==> src/rtl/key_debounce_array_if.sv <==
// Key array bundle: raw switch pins and repeat enables in, debounced level
// and one-cycle event pulses out.
//   PSW       raw asynchronous switch pins (master -> slave)
//   RPT_EN    per-channel auto-repeat enable (master -> slave)
//   KEY_LVL   debounced pressed level (slave -> master)
//   KEY_PRESS / KEY_REL / KEY_LONG / KEY_RPT  event pulses (slave -> master)
// master = the side driving the pins, slave = the debouncer.
interface key_debounce_array_if #(
    parameter int N_KEYS = 4
);
    logic [N_KEYS-1:0] PSW;
    logic [N_KEYS-1:0] RPT_EN;
    logic [N_KEYS-1:0] KEY_LVL;
    logic [N_KEYS-1:0] KEY_PRESS;
    logic [N_KEYS-1:0] KEY_REL;
    logic [N_KEYS-1:0] KEY_LONG;
    logic [N_KEYS-1:0] KEY_RPT;

    modport master (
        output PSW,
        output RPT_EN,
        input  KEY_LVL,
        input  KEY_PRESS,
        input  KEY_REL,
        input  KEY_LONG,
        input  KEY_RPT
    );

    modport slave (
        input  PSW,
        input  RPT_EN,
        output KEY_LVL,
        output KEY_PRESS,
        output KEY_REL,
        output KEY_LONG,
        output KEY_RPT
    );
endinterface

==> src/rtl/key_debounce_array.sv <==
// Independent push-switch debouncers with press/release/long-press and
// auto-repeat event generation, one channel per key.
// Ports:
//   CLK  system clock, rising edge
//   RST  synchronous active-high reset
//   bus  key_debounce_array_if.slave (pins and enables in, level and pulses out)
module key_debounce_array #(
    parameter int N_KEYS      = 4,
    parameter int DEB_CYCLES  = 500000,
    parameter int LONG_CYCLES = 25000000,
    parameter int RPT_CYCLES  = 5000000,
    parameter int ACTIVE_LOW  = 1
) (
    input logic                 CLK,
    input logic                 RST,
    key_debounce_array_if.slave bus
);
    localparam int DW = $clog2(DEB_CYCLES + 1);
    localparam int HW = $clog2(LONG_CYCLES + 1);
    localparam int RW = $clog2(RPT_CYCLES + 1);

    localparam logic [DW-1:0] DEB_LAST  = DW'(DEB_CYCLES - 1);
    localparam logic [HW-1:0] HOLD_LAST = HW'(LONG_CYCLES - 1);
    localparam logic [RW-1:0] RPT_LAST  = RW'(RPT_CYCLES - 1);

    // Pin level of a released key; also the synchroniser reset value.
    localparam logic [N_KEYS-1:0] IDLE_PINS = {N_KEYS{(ACTIVE_LOW != 0)}};

    typedef enum logic [1:0] {
        IDLE    = 2'd0,
        PRESSED = 2'd1,
        HELD    = 2'd2
    } state_e;

    logic [N_KEYS-1:0] sync1_q, sync1_d;
    logic [N_KEYS-1:0] sync2_q, sync2_d;
    logic [N_KEYS-1:0] lvl_q, lvl_d;
    logic [N_KEYS-1:0] press_q, press_d;
    logic [N_KEYS-1:0] rel_q, rel_d;
    logic [N_KEYS-1:0] long_q, long_d;
    logic [N_KEYS-1:0] rpt_q, rpt_d;
    logic [N_KEYS-1:0] s_pressed;
    logic [N_KEYS-1:0] flip;

    logic [DW-1:0] deb_q  [N_KEYS];
    logic [DW-1:0] deb_d  [N_KEYS];
    logic [HW-1:0] hold_q [N_KEYS];
    logic [HW-1:0] hold_d [N_KEYS];
    logic [RW-1:0] rcnt_q [N_KEYS];
    logic [RW-1:0] rcnt_d [N_KEYS];
    state_e        state_q [N_KEYS];
    state_e        state_d [N_KEYS];

    // Synchroniser and polarity normalisation (s_pressed: 1 = pressed).
    always_comb begin
        sync1_d   = bus.PSW;
        sync2_d   = sync1_q;
        s_pressed = sync2_q ^ IDLE_PINS;
    end

    // Debounce: accept a new level after DEB_CYCLES differing cycles.
    always_comb begin
        flip = '0;
        for (int i = 0; i < N_KEYS; i++) begin
            deb_d[i] = '0;
            if (s_pressed[i] != lvl_q[i]) begin
                if (deb_q[i] == DEB_LAST) begin
                    flip[i] = 1'b1;
                end else begin
                    deb_d[i] = deb_q[i] + DW'(1);
                end
            end
        end
        lvl_d   = lvl_q ^ flip;
        press_d = flip & ~lvl_q;
        rel_d   = flip & lvl_q;
    end

    // Hold / repeat FSM; an accepted release overrides any pending pulse.
    always_comb begin
        long_d = '0;
        rpt_d  = '0;
        for (int i = 0; i < N_KEYS; i++) begin
            state_d[i] = state_q[i];
            hold_d[i]  = hold_q[i];
            rcnt_d[i]  = rcnt_q[i];
            unique case (state_q[i])
                IDLE: begin
                    if (press_d[i]) begin
                        state_d[i] = PRESSED;
                        hold_d[i]  = '0;
                        rcnt_d[i]  = '0;
                        rpt_d[i]   = bus.RPT_EN[i];
                    end
                end
                PRESSED: begin
                    if (rel_d[i]) begin
                        state_d[i] = IDLE;
                        hold_d[i]  = '0;
                        rcnt_d[i]  = '0;
                    end else if (hold_q[i] == HOLD_LAST) begin
                        state_d[i] = HELD;
                        long_d[i]  = 1'b1;
                        hold_d[i]  = '0;
                        rcnt_d[i]  = '0;
                    end else begin
                        hold_d[i] = hold_q[i] + HW'(1);
                    end
                end
                HELD: begin
                    if (rel_d[i]) begin
                        state_d[i] = IDLE;
                        hold_d[i]  = '0;
                        rcnt_d[i]  = '0;
                    end else if (!bus.RPT_EN[i]) begin
                        rcnt_d[i] = '0;
                    end else if (rcnt_q[i] == RPT_LAST) begin
                        rcnt_d[i] = '0;
                        rpt_d[i]  = 1'b1;
                    end else begin
                        rcnt_d[i] = rcnt_q[i] + RW'(1);
                    end
                end
                default: begin
                    state_d[i] = IDLE;
                    hold_d[i]  = '0;
                    rcnt_d[i]  = '0;
                end
            endcase
        end
    end

    always_ff @(posedge CLK) begin
        if (RST) begin
            sync1_q <= IDLE_PINS;
            sync2_q <= IDLE_PINS;
            lvl_q   <= '0;
            press_q <= '0;
            rel_q   <= '0;
            long_q  <= '0;
            rpt_q   <= '0;
            for (int i = 0; i < N_KEYS; i++) begin
                deb_q[i]   <= '0;
                hold_q[i]  <= '0;
                rcnt_q[i]  <= '0;
                state_q[i] <= IDLE;
            end
        end else begin
            sync1_q <= sync1_d;
            sync2_q <= sync2_d;
            lvl_q   <= lvl_d;
            press_q <= press_d;
            rel_q   <= rel_d;
            long_q  <= long_d;
            rpt_q   <= rpt_d;
            for (int i = 0; i < N_KEYS; i++) begin
                deb_q[i]   <= deb_d[i];
                hold_q[i]  <= hold_d[i];
                rcnt_q[i]  <= rcnt_d[i];
                state_q[i] <= state_d[i];
            end
        end
    end

    assign bus.KEY_LVL   = lvl_q;
    assign bus.KEY_PRESS = press_q;
    assign bus.KEY_REL   = rel_q;
    assign bus.KEY_LONG  = long_q;
    assign bus.KEY_RPT   = rpt_q;
endmodule

==> src/flat_wrapper.sv <==
// flat-port wrapper written by rule: the top's interface ports become plain ports
module key_debounce_array_flat 
#(
    parameter int N_KEYS      = 4,
    parameter int DEB_CYCLES  = 500000,
    parameter int LONG_CYCLES = 25000000,
    parameter int RPT_CYCLES  = 5000000,
    parameter int ACTIVE_LOW  = 1
)
  (CLK, RST, bus_PSW, bus_RPT_EN, bus_KEY_LVL, bus_KEY_PRESS, bus_KEY_REL, bus_KEY_LONG, bus_KEY_RPT);
  key_debounce_array_if #(.N_KEYS(N_KEYS)) bus_i ();
  input logic CLK;
  input logic RST;
  input wire logic [$bits(bus_i.PSW)-1:0] bus_PSW;
  input wire logic [$bits(bus_i.RPT_EN)-1:0] bus_RPT_EN;
  output wire logic [$bits(bus_i.KEY_LVL)-1:0] bus_KEY_LVL;
  output wire logic [$bits(bus_i.KEY_PRESS)-1:0] bus_KEY_PRESS;
  output wire logic [$bits(bus_i.KEY_REL)-1:0] bus_KEY_REL;
  output wire logic [$bits(bus_i.KEY_LONG)-1:0] bus_KEY_LONG;
  output wire logic [$bits(bus_i.KEY_RPT)-1:0] bus_KEY_RPT;
  assign bus_i.PSW = bus_PSW;
  assign bus_i.RPT_EN = bus_RPT_EN;
  assign bus_KEY_LVL = bus_i.KEY_LVL;
  assign bus_KEY_PRESS = bus_i.KEY_PRESS;
  assign bus_KEY_REL = bus_i.KEY_REL;
  assign bus_KEY_LONG = bus_i.KEY_LONG;
  assign bus_KEY_RPT = bus_i.KEY_RPT;
  key_debounce_array #(.N_KEYS(N_KEYS), .DEB_CYCLES(DEB_CYCLES), .LONG_CYCLES(LONG_CYCLES), .RPT_CYCLES(RPT_CYCLES), .ACTIVE_LOW(ACTIVE_LOW)) u_core (.CLK(CLK), .RST(RST), .bus(bus_i));
endmodule
==> config.mk <==
export PLATFORM = sky130hd
export DESIGN_NAME = key_debounce_array_flat
export DESIGN_NICKNAME = d
export VERILOG_FILES = /design/src/rtl/key_debounce_array_if.sv /design/src/rtl/key_debounce_array.sv /design/src/flat_wrapper.sv
export SDC_FILE = /design/constraint.sdc
export NUM_CORES = 1
export LEC_CHECK = 0
export ABC_AREA = 1
export CORE_MARGIN = 5
export CORE_UTILIZATION = 50
export CTS_CLUSTER_DIAMETER = 40
export DETAILED_ROUTE_END_ITERATION = 10
export GPL_ROUTABILITY_DRIVEN = 0
export PLACE_DENSITY = 0.75
export SLEW_MARGIN = 10
export SYNTH_ARGS = -nofsm -noshare
export SYNTH_HDL_FRONTEND = slang
export SYNTH_SLANG_ARGS = --single-unit
==> constraint.sdc <==
create_clock -name CLK -period 7.7 [get_ports CLK]
set_clock_uncertainty 0.2 [all_clocks]
set_input_delay 1.155 -clock CLK [delete_from_list [all_inputs] [get_ports CLK]]
set_output_delay 1.155 -clock CLK [all_outputs]
set_load 0.1 [all_outputs]
==> summary.txt <==
Place
  • Setup WS pre-CTS: around 3.9 ns
  • PortBufs: 29
  • Post-DP HPWL: 24,900 um

Power
  • Logic pwr share: approximately 1.1%
  • Internal power: 0.00302 W
  • Pleak: just under 7 nW
  • Clock share of power: slightly below 60%
  • Sw Share: a little over a fifth
  • Overall power: 0.00385 W
  • Psw: between 0.0008 and 0.0009 W
  • Sequential share of power: between 40% and 50%
  • Power Dens Cells: roughly 210 nW/um^2
  • Max VDD drop: ~0.00017 V

STA
  • Max Fclk: ~260 MHz
  • Unrepaired setup endpoints after global routing: false
  • Worst Tran Pin Value: ~1.0 ns
  • Final hold violation count: 0
  • Slew margin rel.: between 30 and 40%
  • Worst setup margin: around 3.9 ns
  • Final TNS setup: 0 ns
  • Hold slack: 0.204 ns
  • Final slew viol count: 0
  • Fin crit share: around 50%
  • Min Tclk post-route: between 3 and 4 ns
  • Endpoints failing setup: 0

Die
  • Die W: between 150 and 200 um
  • Cell row count: between 60 and 70
  • Die Area: ~36,000 sq um
  • Ports: 30
  • Starting density of the core: 50.2%
  • Die Ht: 190 um
  • Core Box Area: approximately 32,000 sq um

Cells and area
  • Share of layout cells above drive strength 1: 7.69%
  • Final Net Count: approximately 2,500
  • Area Growth Syn to Fin: 14.0%
  • Leading cell types in the layout, fill and taps excluded: nand2_1, nor2_1, inv_1
  • Fillers: slightly below 3,000
  • Commonest non-fill, non-tap cell in the layout: nand2_1
  • # diodes: 0

Logic synthesis
  • Synth Flop Type: dfxtp_1
  • Async SR Flop Fraction: 0%
  • Distinct cells, synth: 43
  • Cell area after synthesis: ~16,000 sq um
  • Syn avg cell area: between 6 and 7 sq um
  • Post-synthesis sequential area ratio: a little under two fifths
  • Synth warn: 0
  • Syn_nets: 2,466
  • Synth Instances: between 2,000 and 2,500
  • Post-synth EDFFs: 0
  • Yosys reg bits: between 300 and 400

Route
  • Initial drt markers: 1,102
  • Avg WL per Cell: between 10 and 15 um
  • Detail Route Antenna Nets: 0
  • DRC: 0
  • Via count: 15,300
  • Avg Vias per Cell: roughly 5.2
  • First-pass iteration count of the detailed router: 6
  • Drt total wl: between 30,000 and 40,000 um

CTS
  • Post-CTS Setup Repair Bufs: 0
  • Clk root buf: clkbuf_16
  • CTS clock-pin slew for the worst setup and hold paths: around 0.050 ns
  • Worst-Skew Late Latency: between 0.5 and 0.6 ns
  • Post-CTS Hold Buffers: 0
  • H-tree depth: 2
  • Clk buf depth: 3
  • CTS tree: built
  • CTS resizes: 0
  • Clock buffer count from CTS: 48
  • Clk sinks: 304

Setup path
  • Reg2Reg Setup Slack: 3.89 ns
  • Setup CP Type: reg -> reg
  • Setup crit end kind: flip-flop
  • Worst-path fanout max: 23
  • Startpoint types: flip-flop
  • Arr. time, crit path: 4.04 ns
  • Cells on worst reg2reg path: 15
  • FF-to-FF End: u_core.hold_q[3][19]$_SDFFE_PP0P_
  • WP data required: 7.93 ns
  • R2r startpoint: u_core.deb_q[3][0]$_SDFF_PP0_

Global routing
  • Total GRT Usage: around 19%
  • Grt ovf: 0
  • Vias in the first global route: 14,100
  • Initial antenna violation count: 0
  • Pin count of the biggest net entering global routing: between 60 and 70
  • First-pass GRT wire length: 62,000 um

Hold path
  • Worst Hold Path EP: u_core.sync2_q[0]$_SDFF_PP1_
  • WHS Path Cells: 1
  • Worst Hold Launch: u_core.sync1_q[0]$_SDFF_PP1_
  • Hold crit path type: reg -> reg

Outcome
  • Status: finished clean

Run
  • Max cap viols: 0
[Yosys cell counts (19+ instances only)]
master   count  share of area [%]
a21oi_1    107                3.3
nand2_2     19               0.73
nand2_1    536                 12
xor2_1      79                4.3
nor2_1     435                 10
dfxtp_1    304                 38
nand4_1     85                3.3
nor2_2      20               0.77
nor3_1     105                3.2
o21ai_0     34                1.0
ha_1        20                1.5
nand3_1    176                5.4
inv_1      307                7.1
[registers in the layout, summed over array words and instances, names as in the netlist, 8 cells and up]
signal and flops:
u_core.deb_q 76, u_core.rcnt_q 92, u_core.state_q 8, u_core.hold_q 100
[power by group through the flow]
stage / clock network, W / logic (W) / registers, W
after detailed placement: 0 / 0.0000422 / 0.00161
after CTS: 0.00228 / 0.0000425 / 0.00158
after global routing: 0.00235 / 0.0000467 / 0.00158
after floorplan: 0 / 0.0000295 / 0.00161
final: 0.00223 / 0.0000420 / 0.00158
after global placement: 0 / 0.0000420 / 0.00161
[worst max-delay path by stage]
stage / start / end / slack (ns) / depth (start not counted)
after global placement: u_core.deb_q[3][0]$_SDFF_PP0_ / u_core.hold_q[3][19]$_SDFFE_PP0P_ / 3.98 / 15
after floorplan: u_core.bus.KEY_LVL[2]$_SDFF_PP0_ / u_core.hold_q[2][18]$_SDFFE_PP0P_ / 4.93 / 14
after detailed placement: u_core.deb_q[3][0]$_SDFF_PP0_ / u_core.hold_q[3][19]$_SDFFE_PP0P_ / 3.88 / 15
final: u_core.deb_q[3][0]$_SDFF_PP0_ / u_core.hold_q[3][19]$_SDFFE_PP0P_ / 3.89 / 15
after global routing: u_core.deb_q[3][0]$_SDFF_PP0_ / u_core.hold_q[3][19]$_SDFFE_PP0P_ / 3.49 / 15
after CTS: u_core.deb_q[3][0]$_SDFF_PP0_ / u_core.hold_q[3][19]$_SDFFE_PP0P_ / 3.86 / 15
[cell type report]
class | count | area, sq um | area share, %
clock inverter | 30 | 358 | 1.94
sequential | 304 | 6090 | 32.9
timing repair buffer | 30 | 295 | 1.60
multi-input combinational | 1762 | 8630 | 46.7
inverter | 325 | 1220 | 6.60
clock buffer | 59 | 1340 | 7.27
tap | 442 | 553 | 2.99
[cell families after synthesis]
kind of cell / synth area share, %
AOI/OAI and AO/OA: 6.52
xor gates and xnor gates: 5.13
adders and majority gates: 1.54
buffers and inverters: 9.21
DFF: 37.5
and+or+nand+nor: 40.0
[critical path, cell delays in order, from the launching register on]
cell and delay, ns:
dfxtp_1 0.35, ha_1 0.24, inv_1 0.11, nor2_1 0.11, nand3_1 0.10, or2_2 0.32
nor2_1 0.13, ha_1 0.21, inv_1 0.07, nand2_1 0.54, nand2_4 0.22, inv_2 0.21
nand2_1 0.10, nand2_1 0.56, or2_1 0.19, nor2_1 0.04
[stage by stage]
step | util, % | instance area [sq um] | instances
global route | 57.3 | 18500 | 2952
CTS | 57.3 | 18500 | 2952
floorplan | - | 16200 | 2436
finish | 57.3 | 18500 | 2952
detailed placement | 52.0 | 16800 | 2863
global placement | 52.0 | 16800 | 2863
[layer usage]
metal | global-route usage (%) | routed length (um)
met1 | 25.8 | 16500
met3 | 3.17 | 1800
met4 | 5.79 | 659
met5 | 0 | 0
met2 | 32.9 | 16600
Note: power is estimated with default switching activity, not from simulation.
